$ cat config.mk
export PLATFORM = sky130hd
export DESIGN_NAME = bytestream_ps2
export DESIGN_NICKNAME = d
export VERILOG_FILES = /design/src/rtl/bytestream_ps2_pkg.sv /design/src/rtl/bytestream_ps2_line_sync.sv /design/src/rtl/bytestream_ps2.sv
export SDC_FILE = /design/constraint.sdc
export NUM_CORES = 1
export LEC_CHECK = 0
export ABC_AREA = 1
export CAP_MARGIN = 20
export CORE_ASPECT_RATIO = 0.8
export CORE_MARGIN = 5
export CORE_UTILIZATION = 29
export CTS_CLUSTER_SIZE = 16
export DETAILED_ROUTE_END_ITERATION = 6
export PLACE_DENSITY = 0.53
export SYNTH_ARGS = -nofsm -noshare
export SYNTH_HDL_FRONTEND = slang
export SYNTH_SLANG_ARGS = --single-unit
$ cat constraint.sdc
create_clock -name clk -period 2.01 [get_ports clk]
set_input_delay 0.5025 -clock clk [delete_from_list [all_inputs] [get_ports clk]]
set_output_delay 0.5025 -clock clk [all_outputs]
set_load 0.1 [all_outputs]
$ cat src/rtl/bytestream_ps2_pkg.sv
// Shared constants for the PS/2 byte-stream bridge: FSM encodings, frame length,
// and the clock-rate divisors that give the 100 us inhibit and the 2 ms line timeout.
package bytestream_ps2_pkg;

    localparam logic [2:0] ST_IDLE       = 3'd0;
    localparam logic [2:0] ST_RX         = 3'd1;
    localparam logic [2:0] ST_TX_INHIBIT = 3'd2;
    localparam logic [2:0] ST_TX_START   = 3'd3;
    localparam logic [2:0] ST_TX_BITS    = 3'd4;
    localparam logic [2:0] ST_TX_ACK     = 3'd5;
    localparam logic [2:0] ST_TX_WAITREL = 3'd6;

    localparam int FRAME_LEN   = 11;
    localparam int TX_BITS_LEN = 10;
    localparam int INHIBIT_DIV = 10000;
    localparam int TIMEOUT_DIV = 500;

    function automatic logic odd_parity(input logic [7:0] d);
        return ~^d;
    endfunction

endpackage

$ cat src/rtl/bytestream_ps2_line_sync.sv
// Two-flop synchroniser for one open-drain PS/2 line plus rise/fall pulses
// derived from the synchronised level. Flops reset high to match an idle line.
module ps2_line_sync (
    input  logic clk,
    input  logic rst,
    input  logic line_in,
    output logic line_sync,
    output logic fall,
    output logic rise
);
    logic meta_q, meta_d;
    logic sync_q, sync_d;
    logic prev_q, prev_d;

    always_comb begin
        meta_d = line_in;
        sync_d = meta_q;
        prev_d = sync_q;
    end

    always_ff @(posedge clk or posedge rst) begin
        if (rst) begin
            meta_q <= 1'b1;
            sync_q <= 1'b1;
            prev_q <= 1'b1;
        end else begin
            meta_q <= meta_d;
            sync_q <= sync_d;
            prev_q <= prev_d;
        end
    end

    assign line_sync = sync_q;
    assign fall      = prev_q & ~sync_q;
    assign rise      = ~prev_q & sync_q;

endmodule

$ cat src/rtl/bytestream_ps2.sv
// PS/2 host-side bridge between a byte stream and the CLK/DATA open-drain lines.
// Define BYTESTREAM_PS2_PARITY_CHECK_EN to also reject received frames with bad odd parity.
module bytestream_ps2
    import bytestream_ps2_pkg::*;
#(
    parameter int CLK_RATE = 50000000
) (
    input  logic       clk,
    input  logic       reset,
    input  logic       ps2_clk_in,
    output logic       ps2_clk_pd,
    input  logic       ps2_dat_in,
    output logic       ps2_dat_pd,
    input  logic [7:0] bs_data_in,
    input  logic       bs_data_in_valid,
    output logic       bs_data_in_consume,
    output logic [7:0] bs_data_out,
    output logic       bs_data_out_produce
);
    localparam int INHIBIT_CYC = CLK_RATE / INHIBIT_DIV;
    localparam int TIMEOUT_CYC = CLK_RATE / TIMEOUT_DIV;
    localparam int MAX_CYC     = (TIMEOUT_CYC > INHIBIT_CYC) ? TIMEOUT_CYC : INHIBIT_CYC;
    localparam int TW          = $clog2(MAX_CYC + 1);

    logic clk_s, clk_fall, clk_rise;
    logic dat_s, dat_fall, dat_rise;
    logic unused_dat_edges;

    ps2_line_sync u_clk_sync (
        .clk(clk), .rst(reset), .line_in(ps2_clk_in),
        .line_sync(clk_s), .fall(clk_fall), .rise(clk_rise)
    );
    ps2_line_sync u_dat_sync (
        .clk(clk), .rst(reset), .line_in(ps2_dat_in),
        .line_sync(dat_s), .fall(dat_fall), .rise(dat_rise)
    );
    assign unused_dat_edges = dat_fall | dat_rise;

    logic [2:0]    state_q, state_d;
    logic [3:0]    bit_cnt_q, bit_cnt_d;
    logic [TW-1:0] tmr_q, tmr_d;
    logic [10:0]   rx_shift_q, rx_shift_d, rx_shift_next;
    logic [9:0]    tx_shift_q, tx_shift_d;
    logic          dat_pd_q, dat_pd_d;
    logic          consume_q, consume_d;
    logic          produce_q, produce_d;
    logic [7:0]    data_out_q, data_out_d;
    logic          parity_ok, frame_ok;

    // Receive shift is LSB-first: after 11 bits [0]=start, [8:1]=data, [9]=parity, [10]=stop.
    assign rx_shift_next = {dat_s, rx_shift_q[10:1]};
`ifdef BYTESTREAM_PS2_PARITY_CHECK_EN
    assign parity_ok = ^rx_shift_next[9:1];
`else
    assign parity_ok = 1'b1;
`endif
    assign frame_ok = ~rx_shift_next[0] & rx_shift_next[10] & parity_ok;

    always_comb begin
        state_d    = state_q;
        bit_cnt_d  = bit_cnt_q;
        rx_shift_d = rx_shift_q;
        tx_shift_d = tx_shift_q;
        dat_pd_d   = dat_pd_q;
        consume_d  = 1'b0;
        produce_d  = 1'b0;
        data_out_d = data_out_q;
        tmr_d      = (clk_fall || clk_rise) ? '0 : tmr_q + TW'(1);

        case (state_q)
            ST_IDLE: begin
                tmr_d     = '0;
                bit_cnt_d = '0;
                dat_pd_d  = 1'b0;
                if (clk_fall) begin
                    state_d    = ST_RX;
                    rx_shift_d = rx_shift_next;
                    bit_cnt_d  = 4'd1;
                end else if (bs_data_in_valid && clk_s && dat_s) begin
                    tx_shift_d = {1'b1, odd_parity(bs_data_in), bs_data_in};
                    consume_d  = 1'b1;
                    state_d    = ST_TX_INHIBIT;
                end
            end
            ST_RX: begin
                if (clk_fall) begin
                    rx_shift_d = rx_shift_next;
                    bit_cnt_d  = bit_cnt_q + 4'd1;
                    if (bit_cnt_q == 4'(FRAME_LEN - 1)) begin
                        state_d = ST_IDLE;
                        if (frame_ok) begin
                            produce_d  = 1'b1;
                            data_out_d = rx_shift_next[8:1];
                        end
                    end
                end
            end
            ST_TX_INHIBIT: begin
                // Own pull-down makes CLK edges here; the timer counts inhibit length instead.
                tmr_d = tmr_q + TW'(1);
                if (tmr_q == TW'(INHIBIT_CYC - 1)) begin
                    state_d   = ST_TX_START;
                    tmr_d     = '0;
                    bit_cnt_d = '0;
                    dat_pd_d  = 1'b1;
                end
            end
            ST_TX_START: begin
                if (bit_cnt_q == 4'd0) begin
                    bit_cnt_d = 4'd1;
                end else begin
                    bit_cnt_d = '0;
                    state_d   = ST_TX_BITS;
                end
            end
            ST_TX_BITS: begin
                if (clk_fall) begin
                    dat_pd_d   = ~tx_shift_q[0];
                    tx_shift_d = {1'b0, tx_shift_q[9:1]};
                    bit_cnt_d  = bit_cnt_q + 4'd1;
                    if (bit_cnt_q == 4'(TX_BITS_LEN - 1)) state_d = ST_TX_ACK;
                end
            end
            ST_TX_ACK: begin
                // ACK status is not reported, so any falling edge ends the frame.
                dat_pd_d = 1'b0;
                if (clk_fall) state_d = ST_TX_WAITREL;
            end
            ST_TX_WAITREL: begin
                if (clk_s && dat_s) state_d = ST_IDLE;
            end
            default: state_d = ST_IDLE;
        endcase

        if (state_q != ST_IDLE && state_q != ST_TX_INHIBIT && !clk_fall && !clk_rise
            && tmr_q == TW'(TIMEOUT_CYC - 1)) begin
            state_d   = ST_IDLE;
            dat_pd_d  = 1'b0;
            produce_d = 1'b0;
            bit_cnt_d = '0;
            tmr_d     = '0;
        end
    end

    always_ff @(posedge clk or posedge reset) begin
        if (reset) begin
            state_q    <= ST_IDLE;
            bit_cnt_q  <= '0;
            tmr_q      <= '0;
            rx_shift_q <= '0;
            tx_shift_q <= '0;
            dat_pd_q   <= 1'b0;
            consume_q  <= 1'b0;
            produce_q  <= 1'b0;
            data_out_q <= 8'h00;
        end else begin
            state_q    <= state_d;
            bit_cnt_q  <= bit_cnt_d;
            tmr_q      <= tmr_d;
            rx_shift_q <= rx_shift_d;
            tx_shift_q <= tx_shift_d;
            dat_pd_q   <= dat_pd_d;
            consume_q  <= consume_d;
            produce_q  <= produce_d;
            data_out_q <= data_out_d;
        end
    end

    assign ps2_clk_pd          = (state_q == ST_TX_INHIBIT) ||
                                 (state_q == ST_TX_START && bit_cnt_q == 4'd0);
    assign ps2_dat_pd          = dat_pd_q;
    assign bs_data_in_consume  = consume_q;
    assign bs_data_out_produce = produce_q;
    assign bs_data_out         = data_out_q;

endmodule

# After elaboration in Yosys (flattened, before gate mapping)
# Cells that the tools add are included.
[op_classes]
add_sub_neg = 2
n_eq_ne = 24
mux = 38
bitwise = 7
n_reduce_logical = 28
[op_table]
columns = ["op", "n"]
rows = [
  ["2-to-1 mux 17 bit", 3],
  ["one-hot mux 17 bit (2 select lines)", 1],
  ["2-to-1 mux 3 bit", 11],
  ["2-to-1 mux 10 bit", 3],
  ["inequality test 3 bit (second input constant)", 8],
  ["one-hot mux 3 bit (7 select lines)", 1],
  ["one-hot mux 10 bit (2 select lines)", 1],
  ["adder 17 x 1 -> 17 bit (second input constant)", 1],
  ["== test 17 x 13 -> 1 bit (second input constant)", 1],
  ["== test 17 bit (second input constant)", 1],
  ["one-hot mux 4 bit (4 select lines)", 1],
  ["2-to-1 mux 1 bit", 13],
  ["2-to-1 mux 4 bit", 3],
  ["== test 3 bit (second input constant)", 3],
  ["AND reduction 9 bit", 1],
  ["== test 4 bit (second input constant)", 2],
  ["logical AND 1 bit", 8],
  ["AND reduction 4 bit", 2],
  ["XNOR reduction 8 bit", 1],
  ["== test 3 x 2 -> 1 bit (second input constant)", 2],
  ["inequality test 2 bit (second input constant)", 3],
  ["AND reduction 3 bit", 2],
  ["OR reduction 2 bit", 3],
  ["nonzero test 5 bit", 1],
  ["16 further kinds", 23],
]
[word_totals]
reg_bits = 61
in_bits = 13
word_cells = 113

# Longest topological paths before layout
# Gate-level depths: netlist (run 1).
[logic_depth]
depth_word = 8
depth_mapped = 12
ltp_nobuf = 12

# Modules after synthesis
# Synthesis (run 1) repeated with hierarchy kept, for this count alone.
[hier_totals]
hier_cells = 418
area_unflattened_um2 = 3241.9
[by_module_without_submodules]
columns = ["module", "instances", "cells_each", "area_each_um2", "seq_area_each_um2"]
rows = [
  ["bytestream_ps2", 1, 402, 3046.7, 1376.3],
  ["ps2_line_sync", 2, 8, 97.6, 78.8],
]

# Worst setup path before layout (run 1)
# OpenSTA, ideal clock, no wires.
[synth_timing]
path_type = "reg-to-output"
from = "register state_q[2]"
to = "output port ps2_clk_pd"
arrival_time_ns = 2.748
path_slack_ns = -1.240
stages_incl_launch_ff = 4
path_buffers = 0
path_cell_list = "dfrtp_1 -> inv_4 -> nand2_2 -> o21ai_0"
[synth_between]
elab_chain_cells = 3
word_cells_on_any_way = 4
[synth_lines]
columns = ["item", "line", "rtl"]
rows = [
  ["start, declared", "bytestream_ps2.sv:39", "logic [2:0] state_q, state_d;"],
  ["start signal, assigned", "bytestream_ps2.sv:157", "state_q <= state_d;"],
  ["== test 3 x 2 -> 1 bit", "bytestream_ps2.sv:170", "(state_q == ST_TX_START && bit_cnt_q == 4'd0);"],
  ["logical AND 1 bit", "bytestream_ps2.sv:170", ""],
  ["logical OR 1 bit *", "bytestream_ps2.sv:169", "assign ps2_clk_pd = (state_q == ST_TX_INHIBIT) ||"],
  ["end, declared", "bytestream_ps2.sv:11", "output logic ps2_clk_pd,"],
]
# Mark *: on every way between the ends. The rest lies on a longest branch, timed or not.

# Worst setup path in the final report (run 1)
[layout_timing]
from = "register bit_cnt_q[0]"
to = "output port ps2_clk_pd"
[layout_between]
elab_chain_cells = 3
[layout_lines]
columns = ["item", "line", "rtl"]
rows = [
  ["start, declared", "bytestream_ps2.sv:40", "logic [3:0] bit_cnt_q, bit_cnt_d;"],
  ["start signal, assigned", "bytestream_ps2.sv:158", "bit_cnt_q <= bit_cnt_d;"],
  ["zero test 4 bit", "bytestream_ps2.sv:170", ""],
  ["logical AND 1 bit", "bytestream_ps2.sv:170", ""],
  ["logical OR 1 bit", "bytestream_ps2.sv:169", ""],
]
# No other way between the ends.

==> results of run 1 <==
path summary, 6_finish.rpt:
path                                   endpoint  slack [ps]  cells past startpoint
max in group asynchronous     u_clk_sync.prev_q         980                      3
setup / recovery                     ps2_clk_pd          30                      7
hold / removal             u_clk_sync.line_sync         360                      0
hold reg to reg            u_clk_sync.line_sync         360                      0
min in group asynchronous        bs_data_out[6]         500                      2
setup reg to reg                  tx_shift_q[2]         180                     10
area by class of cell:
cell class | count | area [µm²] | share of cell area (%)
inverters | 52 | 199 | 4.75
clock buffers | 9 | 225 | 5.38
flip-flops and latches | 60 | 1510 | 36.0
multi-input cells | 300 | 1540 | 36.8
repair buffers | 41 | 488 | 11.7
clock inverters | 7 | 43.8 | 1.05
well taps | 144 | 180 | 4.30
stage by stage:
step	hold slack [ps]	setup TNS, ps	total power, mW	area [µm²]
4_1_cts	357	0	4.90	4130
6_report	356	0	4.93	4190
5_1_grt	366	-29.6	5.30	4190
2_1_floorplan	345	0	2.99	3280
3_5_place_dp	349	0	3.46	3840
3_3_place_gp	347	0	3.44	3840
flip-flops by register name, indices dropped and copies added, names as in the netlist:
register              flops
bit_cnt_q                 4
bs_data_in_consume        1
bs_data_out               8
bs_data_out_produce       1
ps2_dat_pd                1
rx_shift_q               10
state_q                   3
tmr_q                    17
tx_shift_q               10
u_clk_sync.line_sync      1
u_clk_sync.meta_q         1
u_clk_sync.prev_q         1
u_dat_sync.line_sync      1
u_dat_sync.meta_q         1
where the power goes:
part           leakage [nW]  internal [mW]  switching [mW]
registers             0.769           1.49           0.180
logic                  1.02          0.698            1.20
clock network         0.131          0.825           0.543
critical path, stage by stage, from the launching register on:
cell	delay, ps
sky130_fd_sc_hd__dfrtp_1	390
sky130_fd_sc_hd__inv_2	100
sky130_fd_sc_hd__ha_4	130
sky130_fd_sc_hd__nand2_2	50
sky130_fd_sc_hd__nor2_2	120
sky130_fd_sc_hd__nand2_2	90
sky130_fd_sc_hd__o21ai_4	90
sky130_fd_sc_hd__buf_12	200
layer usage:
metal | share of wire (%) | global-route usage, %
met1 | 51 | 16.7
met2 | 44 | 17.5
met3 | 4.3 | 2.80
met4 | 1.1 | 4.80
met5 | 0 | 0
cells by family (layout without fill, tap and decap cells):
logic type / Yosys count / count (layout) / share of synthesized area (%)
buffers and inverters: 61 / 109 / 7.95
DFF: 60 / 60 / 46.1
AOI/OAI and AO/OA: 46 / 46 / 7.95
adders and majority gates: 7 / 7 / 2.68
xor gates and xnor gates: 16 / 16 / 4.28
and+or+nand+nor: 231 / 231 / 31.1
cells in the final DEF (no fill, tap or decap), types with 12 or more instances in the layout:
master,Yosys,routed
sky130_fd_sc_hd__o21ai_0,13,12
sky130_fd_sc_hd__nand2_1,106,104
sky130_fd_sc_hd__buf_12,0,12
sky130_fd_sc_hd__inv_1,40,37
sky130_fd_sc_hd__nand3_1,24,24
sky130_fd_sc_hd__buf_4,0,17
sky130_fd_sc_hd__clkdlybuf4s50_1,0,12
sky130_fd_sc_hd__inv_2,10,13
sky130_fd_sc_hd__dfrtp_1,55,54
sky130_fd_sc_hd__nor2_1,68,64
what timing repair did:
action                     CTS  global route
setup buffers                2             3
setup endpoints to repair    1             5
pin swaps                    0             3
gates resized for setup      3             9
cloned                       0             0
==> impl_summary.md, run 1 <==
Route
In the final routed layout, each cell accounts on average for 12.1 µm. The total routed wirelength is 7410 µm. The total DRC errors in the routed layout is 0.

Once detail routing completed, the nets flagged for antenna violations numbered 0. The final route contains 2806 vias. The iteration count of the initial detailed-routing pass is 4.

The routed via count divided by cell count is 4.58. The first-iteration detailed-routing DRC count is 182.

GRT
The residual overflow from global routing is 0. Entering global routing, the biggest net connects 24 pins. The first global-routing pass estimated 13100 µm of wire. The via count of the first global-routing pass is 2800. The number of antenna violations at the first check in global routing was 0. The global-route usage over all layers is 11.9%.

Finish
The number of non-filler instances in the completed layout is 613. Fill cells in the final layout number 1146. The share of final-layout standard cells stronger than drive strength 1 is 19.6%. The area growth from synthesis to layout is 28.0%.

The count of nets after finishing is 484. The number of antenna repair diodes is 0. The final standard cell utilization of the core is 38.2%.

Place
The number of port buffers is 24. The setup slack after placement is 82.8 ps. Once placement completed, the tool counted placed cells totaling 592.

The HPWL after detailed placement is 5400 µm. The congestion estimate from routability-driven global placement came to 0.884.

CTS
In this run, post-CTS hold repair placed 0 buffers. The clock tree buffer depth is 2. The clock reaches the later pin of the worst-skew pair after 320 ps. After clock tree synthesis, the clock-pin slew on the worst setup and hold paths is 50 ps. The number of buffers created by CTS is 9.

The clock tree from TritonCTS is done. Clock tree synthesis selected as its root buffer the cell sky130_fd_sc_hd__clkbuf_16. The H-tree generated during clock tree synthesis spans 3 levels.

The TritonCTS sink count is 60.

Min path
The type of the tightest min-delay check is reg2reg. The startpoint of the worst hold path is u_clk_sync.meta_q.

Power and ir drop
Across the VDD grid, the largest voltage drop is 0.393 mV. For this design the static power due to leakage is 1.92 nW. Power spread over the standard cell area amounts to 1180 mW/mm².

Setup path
At the worst endpoint, the arrival time is 1480 ps. In this run the worst setup path begins at bit_cnt_q[0]. The worst setup path is launched from a flop. The maximum fanout count along the critical path is 3. The category of the worst setup path capture point is a primary output. For the worst setup path, the data required time is 1510 ps.

The worst setup path is of the reg2out kind. The startpoint identified for the worst register-to-register timing path is u_clk_sync.line_sync.

STA
The count of pins over their slew limit was 0. Setup repair after global routing could not meet its margin everywhere. Across the routed clock network, the largest skew measured is 7.62 ps.

The relative slew slack is 64.3%. Derived from the worst setup path, the maximum achievable clock frequency is 504 MHz. After layout, the worst path uses 98.7% of the clock period. The hold violation total from the final report is 0. The transition time at the pin with the least slew margin is 532 ps. Once routing completed, OpenROAD measured the worst setup slack at 25.4 ps.

The worst path needs 1980 ps of the cycle, external delays included. The setup violation total in the final timing report is 0.

Floorplan
The floorplan step set the die height to 105 µm. The number of cell rows is 34. The die extent in x is 129 µm. The floorplan step defined a die boundary enclosing 0.0135 mm². 25 I/O pins were placed. For this configuration, the core starts out at a cell density of 29.8%. The floorplan step defined a core boundary enclosing 0.0110 mm².

Synth
A synthesized cell averages 7.77 µm². The cell taking the most area after synthesis is sky130_fd_sc_hd__dfrtp_1. Yosys instantiated no cell more often than sky130_fd_sc_hd__nand2_1. The share of the Yosys chip area taken by registers is 46.1%.

The synthesized net count is 441. By count the netlist is led by sky130_fd_sc_hd__nand2_1, sky130_fd_sc_hd__nor2_1, sky130_fd_sc_hd__dfrtp_1, sky130_fd_sc_hd__inv_1, sky130_fd_sc_hd__nand3_1. After synthesis, the largest area contributor takes up 42.1% of total cell area.

During synthesis, Yosys emitted a total of 0 warnings. The cell area that synthesis handed to floorplanning was 0.00327 mm². The cell count after synthesis is 421. Counting flops and latches in the post-synthesis netlist gives 60. In the synthesized netlist the async set-or-reset flop fraction comes to 100%. The number of distinct library cells after synthesis is 32. By area the synthesized netlist is led by sky130_fd_sc_hd__dfrtp_1, sky130_fd_sc_hd__nand2_1, sky130_fd_sc_hd__nor2_1, sky130_fd_sc_hd__inv_1, sky130_fd_sc_hd__dfstp_2. The synthesized design contains 0 enable-type register cells. For this run, the leading register cell type out of synthesis is sky130_fd_sc_hd__dfrtp_1.

Outcome
The run finished with clean final reports.

Job
The count of max-cap constraint violations is 0.
No activity file was read; power rests on OpenSTA's default activity.
==> run 2, diff against run 1 <==
--- a/config.mk
+++ b/config.mk
@@ -12,7 +12,7 @@
 export CORE_UTILIZATION = 29
 export CTS_CLUSTER_SIZE = 16
 export DETAILED_ROUTE_END_ITERATION = 6
-export PLACE_DENSITY = 0.53
+export PLACE_DENSITY = 0.51
 export SYNTH_ARGS = -nofsm -noshare
 export SYNTH_HDL_FRONTEND = slang
 export SYNTH_SLANG_ARGS = --single-unit
==> constraint.sdc (replaced) <==
create_clock -name clk -period 2.1 [get_ports clk]
set_input_delay 0.525 -clock clk [delete_from_list [all_inputs] [get_ports clk]]
set_output_delay 0.525 -clock clk [all_outputs]
set_load 0.1 [all_outputs]
==> run 2 against run 1 <==
Net effect: critical path depth stayed put; hold slack hardly changed; combinational power is 9% lower; die area stayed put; clock power is 13% higher; sequential share of layout area is 0.97 points higher; global-route usage is 0.32 points lower; clock-buffer cell count is 3 higher; sequential power is 4% lower; critical endpoint unchanged.
==> impl_summary.md, run 2 (synthesized netlist as in run 1, its figures left out) <==
Floorplan
The number of cell rows came to 34 (unchanged). The area of the placeable core is 0.0110 mm² (unchanged). The boundary pin count is 25 (unchanged).

The starting utilization of the core area is 29.8% (unchanged). The die span in y was 105 µm (unchanged). The die extent in x is 129 µm (unchanged). The die area came to 0.0135 mm² (unchanged).

STA
The total negative setup slack is 0 ps (unchanged). Derived from the worst setup path, the maximum achievable clock frequency is 491 MHz. The post-route clock skew is 7.95 ps (+0.327 ps).

The ratio of final minimum period to clock period is 97.1%. The setup violation total in the final timing report is 0 (unchanged). The transition time at the pin with the least slew margin is 559 ps (+27.8 ps). The hold violation total from the final report is 0 (unchanged). The worst path setup slack after routing is 61.6 ps (+36.2 ps). The count of pins over their slew limit is 0 (unchanged). The relative slew slack is 62.4% (-1.9 points).

After layout, the minimum clock period comes to 2040 ps.

GRT
The maximum number of pins on one net before global-route repair is 22 (-8.3%). The number of antenna violations at the first check in global routing is 0 (unchanged). The via count of the first global-routing pass was 2604 (-7.0%).

The residual overflow from global routing was 0 (unchanged). The global-route usage over all layers is 11.5% (-0.32 points). The wire length of the first global-routing pass is 12700 µm (-3.0%).

CTS
The clock transition time at the flip-flop clock pins of the worst setup and hold paths came to 50 ps (about the same). The H-tree depth is 3 (unchanged). The TritonCTS sink count was 60 (unchanged). The source-to-sink clock delay at the later pin of the worst-skew pair is 320 ps (about the same). The cts-stage hold buffer count was 0 (unchanged).

The number of buffers created by CTS is 9 (unchanged). The clock tree buffer depth is 2 (unchanged). The buffer cell driving the clock tree root is sky130_fd_sc_hd__clkbuf_16. The clock tree from TritonCTS is done.

Finish
The count of fill cells added during filler insertion is 1161 (+1.3%). From synthesis to final layout, the design area changed by 24.9%. Counting flops per register, the top entry is tmr_q. The share of final-layout standard cells stronger than drive strength 1 came to 18.1% (-1.5 points). The most common cell after layout, fill and taps aside is sky130_fd_sc_hd__nand2_1.

The final standard cell utilization of the core is 37.2% (-0.91 points). The library cells used most frequently in the layout, excluding fill and tap cells, are sky130_fd_sc_hd__nand2_1, sky130_fd_sc_hd__nor2_1, sky130_fd_sc_hd__dfrtp_1. The flip-flop count of the largest register after layout is 17 (unchanged). The footprint of the multi-input gates is 0.00151 mm² (-2.1%). The number of antenna repair diodes is 0 (unchanged). The area used by sequential logic in the layout is 0.00151 mm² (+0.25%). The count of nets after finishing is 484 (unchanged). The largest registers in the layout are tmr_q: 17 flops, rx_shift_q: 10 flops, tx_shift_q: 10 flops.

Place
The number of port buffers is 24 (unchanged). The HPWL after detailed placement came to 5360 µm (-0.67%). The final estimated routing congestion in global placement came to 0.819 (-7.3%). The setup slack after placement is 181 ps (+97.9 ps).

Power and ir drop
The total power is 4.87 mW (-1.3%). The standby leakage power is 1.91 nW (-0.62%). The maximum resistive drop on vdd is 0.417 mV (+6.1%). The power density over the cells is 1190 mW/mm² (+1.1%).

Route
The routed via count divided by cell count is 4.44 (-3.0%). The iteration count of the initial detailed-routing pass is 4 (unchanged). The number of nets with antenna violations after detailed routing is 0 (unchanged). The total DRC errors in the routed layout is 0 (unchanged). The total routed wirelength is 7290 µm (-1.6%). The total vias in the final route was 2723 (-3.0%). The first-iteration detailed-routing DRC count is 144 (-21%). The average wire per standard cell is 11.9 µm (-1.6%).

Setup path
The cell repeated most along the worst path is sky130_fd_sc_hd__nand2_1. The maximum fanout count along the critical path is 3 (unchanged). The worst setup path is launched from a flop.

The sum of buffers and inverters on the critical path came to 2 (unchanged). The top cell family by delay on the critical path is flip-flops. The depth of the worst register-to-register path is 12 (+2). The setup slack of the worst register-to-register path is 220 ps (+40 ps). Traced cell by cell, the critical path runs through inv_1 -> ha_1 -> nand2_1 -> nor2_1 -> nand2_1 -> o21ai_2 -> buf_12. The worst setup path is of the reg2out kind.

The critical path's largest stage delay is 410 ps (+20 ps). The largest individual stage delay along the critical path comes from the cell sky130_fd_sc_hd__dfrtp_2. The category of the worst setup path capture point is a primary output. The endpoint of the most critical register-to-register path is bit_cnt_q[1]. The startpoint of the worst register-to-register path is u_clk_sync.line_sync. The critical path data required time came to 1570 ps (+60 ps).

The data arrival at the endpoint of the critical path was 1510 ps (+30 ps).

Outcome
The flow ran to the end, and the final reports show no timing, DRC or antenna violations.

Job
The count of max-cap constraint violations was 0 (unchanged).

Min path
The path with the worst hold slack has its endpoint at u_dat_sync.line_sync. The worst hold path belongs to the class reg2reg. The number of instances on the worst hold path came to 0 (unchanged).

The worst hold path begins at u_dat_sync.meta_q.
[run 2: cell types whose count changed in the layout (fill, tap and decap cells not counted), sizes merged]
cell / previous run / this run
clkinvlp: 2 / 0
clkbuf: 9 / 12
bufinv: 0 / 2
clkinv: 6 / 3
[run 2: per-stage QoR]
step / hold slack [ps] / instance area, µm² / std cells
after CTS: 356 / 4060 / 609
after global routing: 358 / 4090 / 613
after global placement: 347 / 3720 / 590
after floorplan: 345 / 3280 / 421
final: 355 / 4090 / 613
after detailed placement: 348 / 3720 / 590
[run 2: final cells by class]
cell class                 count  share of cell area, %
inverter                      52                   4.87
clock buffer                  12                   5.79
timing repair buffer          41                   9.18
sequential                    60                   37.0
multi-input combinational    300                   36.9
tap                          144                   4.41
clock inverter                 4                   1.81
[run 2: repair_timing]
| item | 4_1_cts | 5_1_grt |
|---|---|---|
| setup buffers | 3 | 4 |
| endpoints found under the hold margin | 0 | 0 |
| resized for setup | 4 | 2 |
| endpoints found under the setup margin | 1 | 1 |
[run 2: metal layers]
| layer | track usage, % | vias up | share of wire (%) |
|---|---|---|---|
| met3 | 3.01 | 7 | 3.5 |
| met2 | 15.6 | 39 | 42 |
| met4 | 4.27 | 0 | 1.2 |
| li1 | - | 1428 | - |
| met5 | 0 | - | 0 |
| met1 | 17.4 | 1249 | 54 |
[run 2: worst register-to-register path, delay by kind of cell (launching register included)]
| kind | cells | cell delay (ps) |
|---|---|---|
| buf+inv | 3 | 200 |
| flops | 1 | 560 |
| fa+ha+maj | 1 | 210 |
| simple gates | 8 | 790 |
[run 2: worst max-delay path by stage]
stage / start / end / cells past startpoint
3_5_place_dp: bs_data_in_valid / state_q[0] / 6
6_report: bit_cnt_q[1] / ps2_clk_pd / 7
3_3_place_gp: bs_data_in_valid / state_q[2] / 6
2_1_floorplan: reset / bit_cnt_q[0] / 1
4_1_cts: state_q[0] / ps2_clk_pd / 5
5_1_grt: bit_cnt_q[1] / ps2_clk_pd / 7
[run 2: power by group]
part | total [mW] | internal [mW] | switching [mW]
clock network | 1.55 | 1.04 | 0.507
registers | 1.61 | 1.43 | 0.178
logic | 1.72 | 0.614 | 1.10
